### src/rtl/bulk_ep_mux.sv
// bulk_ep_mux: steers usb_tlp bulk IN/OUT transfers to NUM_EP endpoint FIFO pairs, IN packets split at MAX_PACKET.
// IN is a zero-latency combinational path; OUT is a one-byte-hold registered stream with no backpressure.
module bulk_ep_mux #(
  parameter int NUM_EP     = 2,
  parameter int EP_BASE    = 1,
  parameter int MAX_PACKET = 512
) (
  input  logic                  clock,
  input  logic                  reset_n,
  input  logic [3:0]            tlp_blk_xfer_endpoint,
  input  logic                  tlp_blk_in_xfer,
  input  logic                  tlp_blk_out_xfer,
  output logic                  tlp_blk_xfer_in_has_data,
  output logic [7:0]            tlp_blk_xfer_in_data,
  output logic                  tlp_blk_xfer_in_data_valid,
  input  logic                  tlp_blk_xfer_in_data_ready,
  output logic                  tlp_blk_xfer_in_data_last,
  output logic                  tlp_blk_xfer_out_ready_read,
  input  logic [7:0]            tlp_blk_xfer_out_data,
  input  logic                  tlp_blk_xfer_out_data_valid,
  output logic [NUM_EP-1:0]     ep_blk_in_xfer,
  input  logic [NUM_EP-1:0]     ep_blk_xfer_in_has_data,
  input  logic [8*NUM_EP-1:0]   ep_blk_xfer_in_data,
  input  logic [NUM_EP-1:0]     ep_blk_xfer_in_data_valid,
  output logic [NUM_EP-1:0]     ep_blk_xfer_in_data_ready,
  input  logic [NUM_EP-1:0]     ep_blk_xfer_in_data_last,
  output logic [NUM_EP-1:0]     ep_blk_out_xfer,
  input  logic [NUM_EP-1:0]     ep_blk_xfer_out_ready_read,
  output logic [7:0]            ep_blk_xfer_out_data,
  output logic [NUM_EP-1:0]     ep_blk_xfer_out_data_valid,
  input  logic [NUM_EP-1:0]     ep_blk_xfer_out_data_ready,
  output logic [NUM_EP-1:0]     ep_blk_xfer_out_data_last,
  output logic [NUM_EP-1:0]     out_overflow_o
);
  localparam int CW = ($clog2(MAX_PACKET) > 8) ? $clog2(MAX_PACKET) : 8;
  localparam int SW = (NUM_EP > 1) ? $clog2(NUM_EP) : 1;

  typedef enum logic [2:0] {
    ST_IDLE   = 3'd0,
    ST_IN     = 3'd1,
    ST_OUT    = 3'd2,
    ST_FLUSH  = 3'd3,
    ST_IGNORE = 3'd4
  } state_t;

  state_t            r_state;
  state_t            w_state_nxt;
  logic [SW-1:0]     r_sel;
  logic [CW-1:0]     r_cnt;
  logic              r_done;
  logic [7:0]        r_hold;
  logic              r_hold_v;
  logic [7:0]        r_out_dat;
  logic [NUM_EP-1:0] r_out_vld;
  logic [NUM_EP-1:0] r_out_last;
  logic [NUM_EP-1:0] r_ovf;

  logic [4:0]        w_ep_off;
  logic              w_mapped;
  logic [SW-1:0]     w_sel;
  logic [NUM_EP-1:0] w_sel_oh;
  logic              w_in_act;
  logic              w_in_last;
  logic              w_in_hs;
  logic              w_strobe;
  logic              w_flush;

  // Endpoints below EP_BASE wrap the 5-bit offset past 15, so one compare covers both bounds.
  assign w_ep_off = {1'b0, tlp_blk_xfer_endpoint} - 5'(EP_BASE);
  assign w_mapped = (w_ep_off < 5'(NUM_EP));
  assign w_sel    = w_ep_off[SW-1:0];
  assign w_sel_oh = NUM_EP'(1) << r_sel;

  assign tlp_blk_xfer_in_has_data    = reset_n & w_mapped & ep_blk_xfer_in_has_data[w_sel];
  assign tlp_blk_xfer_out_ready_read = reset_n & w_mapped & ep_blk_xfer_out_ready_read[w_sel];

  always_ff @(posedge clock or negedge reset_n) begin
    if (!reset_n) begin
      r_state <= ST_IDLE;
      r_sel   <= '0;
    end else begin
      r_state <= w_state_nxt;
      if (r_state == ST_IDLE && (w_state_nxt == ST_IN || w_state_nxt == ST_OUT))
        r_sel <= w_sel;
    end
  end

  always_comb begin
    w_state_nxt = r_state;
    case (r_state)
      ST_IDLE: begin
        if (tlp_blk_in_xfer)
          w_state_nxt = w_mapped ? ST_IN : ST_IGNORE;
        else if (tlp_blk_out_xfer)
          w_state_nxt = w_mapped ? ST_OUT : ST_IGNORE;
      end
      ST_IN:     if (!tlp_blk_in_xfer) w_state_nxt = ST_IDLE;
      ST_OUT:    if (!tlp_blk_out_xfer) w_state_nxt = ST_FLUSH;
      ST_FLUSH:  w_state_nxt = ST_IDLE;
      ST_IGNORE: if (!tlp_blk_in_xfer && !tlp_blk_out_xfer) w_state_nxt = ST_IDLE;
      default:   w_state_nxt = ST_IDLE;
    endcase
  end

  assign w_in_act  = (r_state == ST_IN) && !r_done;
  assign w_in_last = ep_blk_xfer_in_data_last[r_sel] || (r_cnt == CW'(MAX_PACKET - 1));
  assign w_in_hs   = w_in_act && ep_blk_xfer_in_data_valid[r_sel] && tlp_blk_xfer_in_data_ready;

  assign tlp_blk_xfer_in_data       = (r_state == ST_IN) ? ep_blk_xfer_in_data[8*r_sel +: 8] : 8'h00;
  assign tlp_blk_xfer_in_data_valid = w_in_act && ep_blk_xfer_in_data_valid[r_sel];
  assign tlp_blk_xfer_in_data_last  = w_in_act && w_in_last;

  always_comb begin
    ep_blk_in_xfer            = '0;
    ep_blk_out_xfer           = '0;
    ep_blk_xfer_in_data_ready = '0;
    if (r_state == ST_IN)
      ep_blk_in_xfer[r_sel] = 1'b1;
    if (w_in_act)
      ep_blk_xfer_in_data_ready[r_sel] = tlp_blk_xfer_in_data_ready;
    if (r_state == ST_OUT || r_state == ST_FLUSH)
      ep_blk_out_xfer[r_sel] = 1'b1;
  end

  // A forced split leaves the endpoint's tlast unconsumed; the next IN resumes the stream.
  always_ff @(posedge clock or negedge reset_n) begin
    if (!reset_n) begin
      r_cnt  <= '0;
      r_done <= 1'b0;
    end else if (r_state == ST_IDLE) begin
      r_cnt  <= '0;
      r_done <= 1'b0;
    end else if (w_in_hs) begin
      if (w_in_last)
        r_done <= 1'b1;
      if (r_cnt != CW'(MAX_PACKET - 1))
        r_cnt <= r_cnt + CW'(1);
    end
  end

  assign w_strobe = (r_state == ST_OUT) && tlp_blk_xfer_out_data_valid;
  assign w_flush  = (r_state == ST_FLUSH) && r_hold_v;

  // Each byte is held until the next strobe or the flush so the final one can carry tlast.
  always_ff @(posedge clock or negedge reset_n) begin
    if (!reset_n) begin
      r_hold     <= 8'h00;
      r_hold_v   <= 1'b0;
      r_out_dat  <= 8'h00;
      r_out_vld  <= '0;
      r_out_last <= '0;
      r_ovf      <= '0;
    end else begin
      r_out_vld  <= '0;
      r_out_last <= '0;
      r_ovf      <= r_ovf | (r_out_vld & ~ep_blk_xfer_out_data_ready);
      if (w_strobe) begin
        r_hold   <= tlp_blk_xfer_out_data;
        r_hold_v <= 1'b1;
        if (r_hold_v) begin
          r_out_vld <= w_sel_oh;
          r_out_dat <= r_hold;
        end
      end else if (w_flush) begin
        r_out_vld  <= w_sel_oh;
        r_out_last <= w_sel_oh;
        r_out_dat  <= r_hold;
        r_hold_v   <= 1'b0;
      end
    end
  end

  assign ep_blk_xfer_out_data       = r_out_dat;
  assign ep_blk_xfer_out_data_valid = r_out_vld;
  assign ep_blk_xfer_out_data_last  = r_out_last;
  assign out_overflow_o             = r_ovf;

endmodule

### config.mk
export PLATFORM = sky130hd
export DESIGN_NAME = bulk_ep_mux
export DESIGN_NICKNAME = d
export VERILOG_FILES = /design/src/rtl/bulk_ep_mux.sv
export SDC_FILE = /design/constraint.sdc
export NUM_CORES = 1
export LEC_CHECK = 0
export BUFFER_PORTS_ARGS = -buffer_cell sky130_fd_sc_hd__buf_2
export CORE_MARGIN = 2
export CORE_UTILIZATION = 51
export CTS_BUF_LIST = sky130_fd_sc_hd__clkbuf_16
export DETAILED_ROUTE_END_ITERATION = 16
export PLACE_DENSITY_LB_ADDON = 0.05
export SLEW_MARGIN = 15
export SYNTH_ARGS = -nofsm -noshare
export SYNTH_HDL_FRONTEND = slang
export SYNTH_SLANG_ARGS = --single-unit
export TNS_END_PERCENT = 5
### constraint.sdc
create_clock -name clock -period 5.5 [get_ports clock]
set_input_delay 0 -clock clock [delete_from_list [all_inputs] [get_ports clock]]
set_output_delay 0 -clock clock [all_outputs]
set_load 0.03 [all_outputs]
==> flow_summary.ini <==
[outcome]
run_status = complete, no violations

[sta]
period_minus_slack_ps = 2390
finalCritPeriodShare_pct = 43.5
worstMarginPinSlew_ps = 868
timing.fmax_mhz = 418
timing.final.setup_violations = 0
slew_violations = 0
grt_setup_unrepaired = false
setup_tns_ps = 0
max-slew-margin-rel_pct = 41.7
worst_clock_skew_ps = 3.09
hold_viol_final = 0
final_critical_path_setup_slack_ps = 3110
whs_ps = 16.5

[global_route]
wire_length_of_the_first_global_routing_pass_um = 7090
via_count_of_the_first_global_routing_pass = 1593
antenna_found_initial = 0
grt.total_usage_pct = 22.6
pin_count_of_the_biggest_net_entering_global_routing = 39
grt_remaining_overflow = 0

[detailed_routing]
detail_route.first_pass.iterations = 4
post_drt_via_cell_ratio = 5.26
routed_wire_length_per_instance_um = 14.2
wl_um = 4350
vias = 1609
route.antenna.remaining_nets = 0
drt_first_iter_violations = 84
drc_errors = 0

[yosys]
mappedNetlistNets = 221
count_of_state_elements_after_synthesis = 37
synth_enable_flop_cells = 0
syn_area_sq_um = 1840
synth-async-reset-ratio_pct = 100
ys_dominant_reg_cell = sky130_fd_sc_hd__dfrtp_1
yosysWarnings = 0
avgSynthCellArea_sq_um = 10.6
ys_types = 35
instance_count_of_the_mapped_netlist = 174
synth_seq_area_share_pct = 50.3

[final_layout]
final_layout_size_suffix_gt1_share_pct = 38.5
n_antenna_cell = 0
num-nets-final = 306
finish.cell_count_without_fillers = 306
areaGrowthSynthToFinish_pct = 36.5
finalCoreUtilization_pct = 74.0
final_common_cell = sky130_fd_sc_hd__buf_2
finish.instance_area_sq_um = 2510
mostFrequentLayoutCells = sky130_fd_sc_hd__buf_2 (75), sky130_fd_sc_hd__dfrtp_1 (37), sky130_fd_sc_hd__nor2_1 (23)

[floorplan]
design.core.area_sq_um = 3390
io_pins = 76
floorplan.rows = 21
die-area_sq_um = 4100
initial_utilization_pct = 54.3
die_height_um = 64.1
die_w_um = 64.1

[placed_design]
detailed_place_hpwl_um = 3130
gpl.final_weighted_congestion = 0.883
portBuffers = 75
dp_worst_setup_slack_ps = 3140
placed_cell_area_sq_um = 2230
dpl.cell_count = 287

[pwr]
p_comb_share_pct = 12.5
worst_ir_drop_vdd_mv = 0.153
cellLeakagePower_nw = 1.37
internal_power_uw = 542
p_clk_share_pct = 44.2
fin_total_pwr_uw = 713
power.share.switching_pct = 24.1
power.density_cell_area_nw_per_um2 = 284
power.switching_uw = 172
seqPwrFrac_pct = 43.4

[setup_path]
worst-endpoint-required_ps = 5710
cp.arrival_ps = 2600
worst_setup_path_start_kind = flip-flop
critical_path.endpoint_type = flip-flop
critical_path_class = flip-flop to flip-flop
critical_path_peak_fanout = 19

[cts]
cts_buffer_depth = 2
clkSinkCount = 37
htree_depth = 2
worst_setup_hold_path_clk_slew_ps = 50
worst_skew_pair_later_pin_latency_ps = 280
post_cts.resized_instances = 0
cts_inserted_buffers = 5
clk_root_buffer_cell = sky130_fd_sc_hd__clkbuf_16
cts_tree = built

[flow_run]
drv_cap = 0

[min_path]
worstHoldPathType = primary input to flip-flop
power groups by stage:
stage	logic [mW]	registers, mW	clock network [mW]
floorplan	0.0736	0.292	0
global placement	0.0799	0.312	0
detailed placement	0.0823	0.314	0
CTS	0.0888	0.309	0.321
global route	0.0979	0.312	0.334
finish	0.0889	0.309	0.315
Yosys cell counts (3+ instances only):
library cell	count	area, sq um
sky130_fd_sc_hd__a21oi_1	3	15.0
sky130_fd_sc_hd__clkbuf_1	5	18.8
sky130_fd_sc_hd__dfrtp_1	37	926
sky130_fd_sc_hd__ha_1	3	37.5
sky130_fd_sc_hd__inv_1	8	30.0
sky130_fd_sc_hd__mux2_2	16	180
sky130_fd_sc_hd__mux2i_1	12	120
sky130_fd_sc_hd__nand2_1	11	41.3
sky130_fd_sc_hd__nand2b_1	3	18.8
sky130_fd_sc_hd__nand4b_1	3	26.3
sky130_fd_sc_hd__nor2_1	23	86.3
sky130_fd_sc_hd__nor3_1	9	45.0
sky130_fd_sc_hd__nor4_1	6	37.5
sky130_fd_sc_hd__o211ai_1	3	22.5
sky130_fd_sc_hd__o21ai_0	3	15.0
sky130_fd_sc_hd__xnor2_1	3	26.3
cell families (layout without fill, tap and decap cells):
| family | count (synthesis) | after routing | share of synthesized area (%) |
|---|---|---|---|
| buffers and inverters | 16 | 102 | 3.74 |
| AOI/OAI and AO/OA | 19 | 19 | 7.07 |
| adders and majority gates | 3 | 3 | 2.04 |
| and+or+nand+nor | 67 | 67 | 18.6 |
| DFF | 37 | 37 | 50.3 |
| muxes | 28 | 28 | 16.3 |
| xor gates and xnor gates | 4 | 4 | 1.91 |
timing repair:
item	in CTS	in global routing
hold buffers	11	0
endpoints found under the setup margin	0	0
endpoints found under the hold margin	47	0
buffers inserted	0	0
path summary, 6_finish.rpt:
kind | endpoint | cells after the start | slack, ps | startpoint
setup / recovery | r_cnt[7] | 4 | 3110 | r_state[2]
hold / removal | out_overflow_o[0] | 3 | 20 | ep_blk_xfer_out_data_ready[0]
setup reg to reg | r_cnt[7] | 4 | 3110 | r_state[2]
hold reg to reg | out_overflow_o[1] | 1 | 460 | out_overflow_o[1]
max in group asynchronous | r_state[0] | 2 | 4630 | reset_n
min in group asynchronous | r_hold[1] | 2 | 360 | reset_n
state kept, by name, summed over array words and instances (netlist names):
name / flops
r_cnt: 9
ep_blk_xfer_out_data: 8
r_hold: 8
r_state: 3
ep_blk_xfer_out_data_last: 2
ep_blk_xfer_out_data_valid: 2
out_overflow_o: 2
r_done: 1
r_hold_v: 1
r_sel: 1
per-layer routing:
layer  global-route usage [%]  routed length, um
met1                     24.3               1710
met2                     42.3               2400
met3                     6.51                192
met4                     6.79                 54
met5                        0                  0
cell type report:
cell class,instances,area [sq um]
sequential,37,926
fill,240,880
multi-input combinational,121,845
timing repair buffer,86,485
clock buffer,5,125
tap,46,57.6
clock inverter,3,41.3
inverter,8,30.0
critical path, cell delays in order (launching register included):
cell	delay, ps
sky130_fd_sc_hd__dfrtp_1	490
sky130_fd_sc_hd__or3b_1	680
sky130_fd_sc_hd__or4_4	660
sky130_fd_sc_hd__or4_1	410
sky130_fd_sc_hd__nand2_1	90
Note: power is estimated with default switching activity, not from simulation.
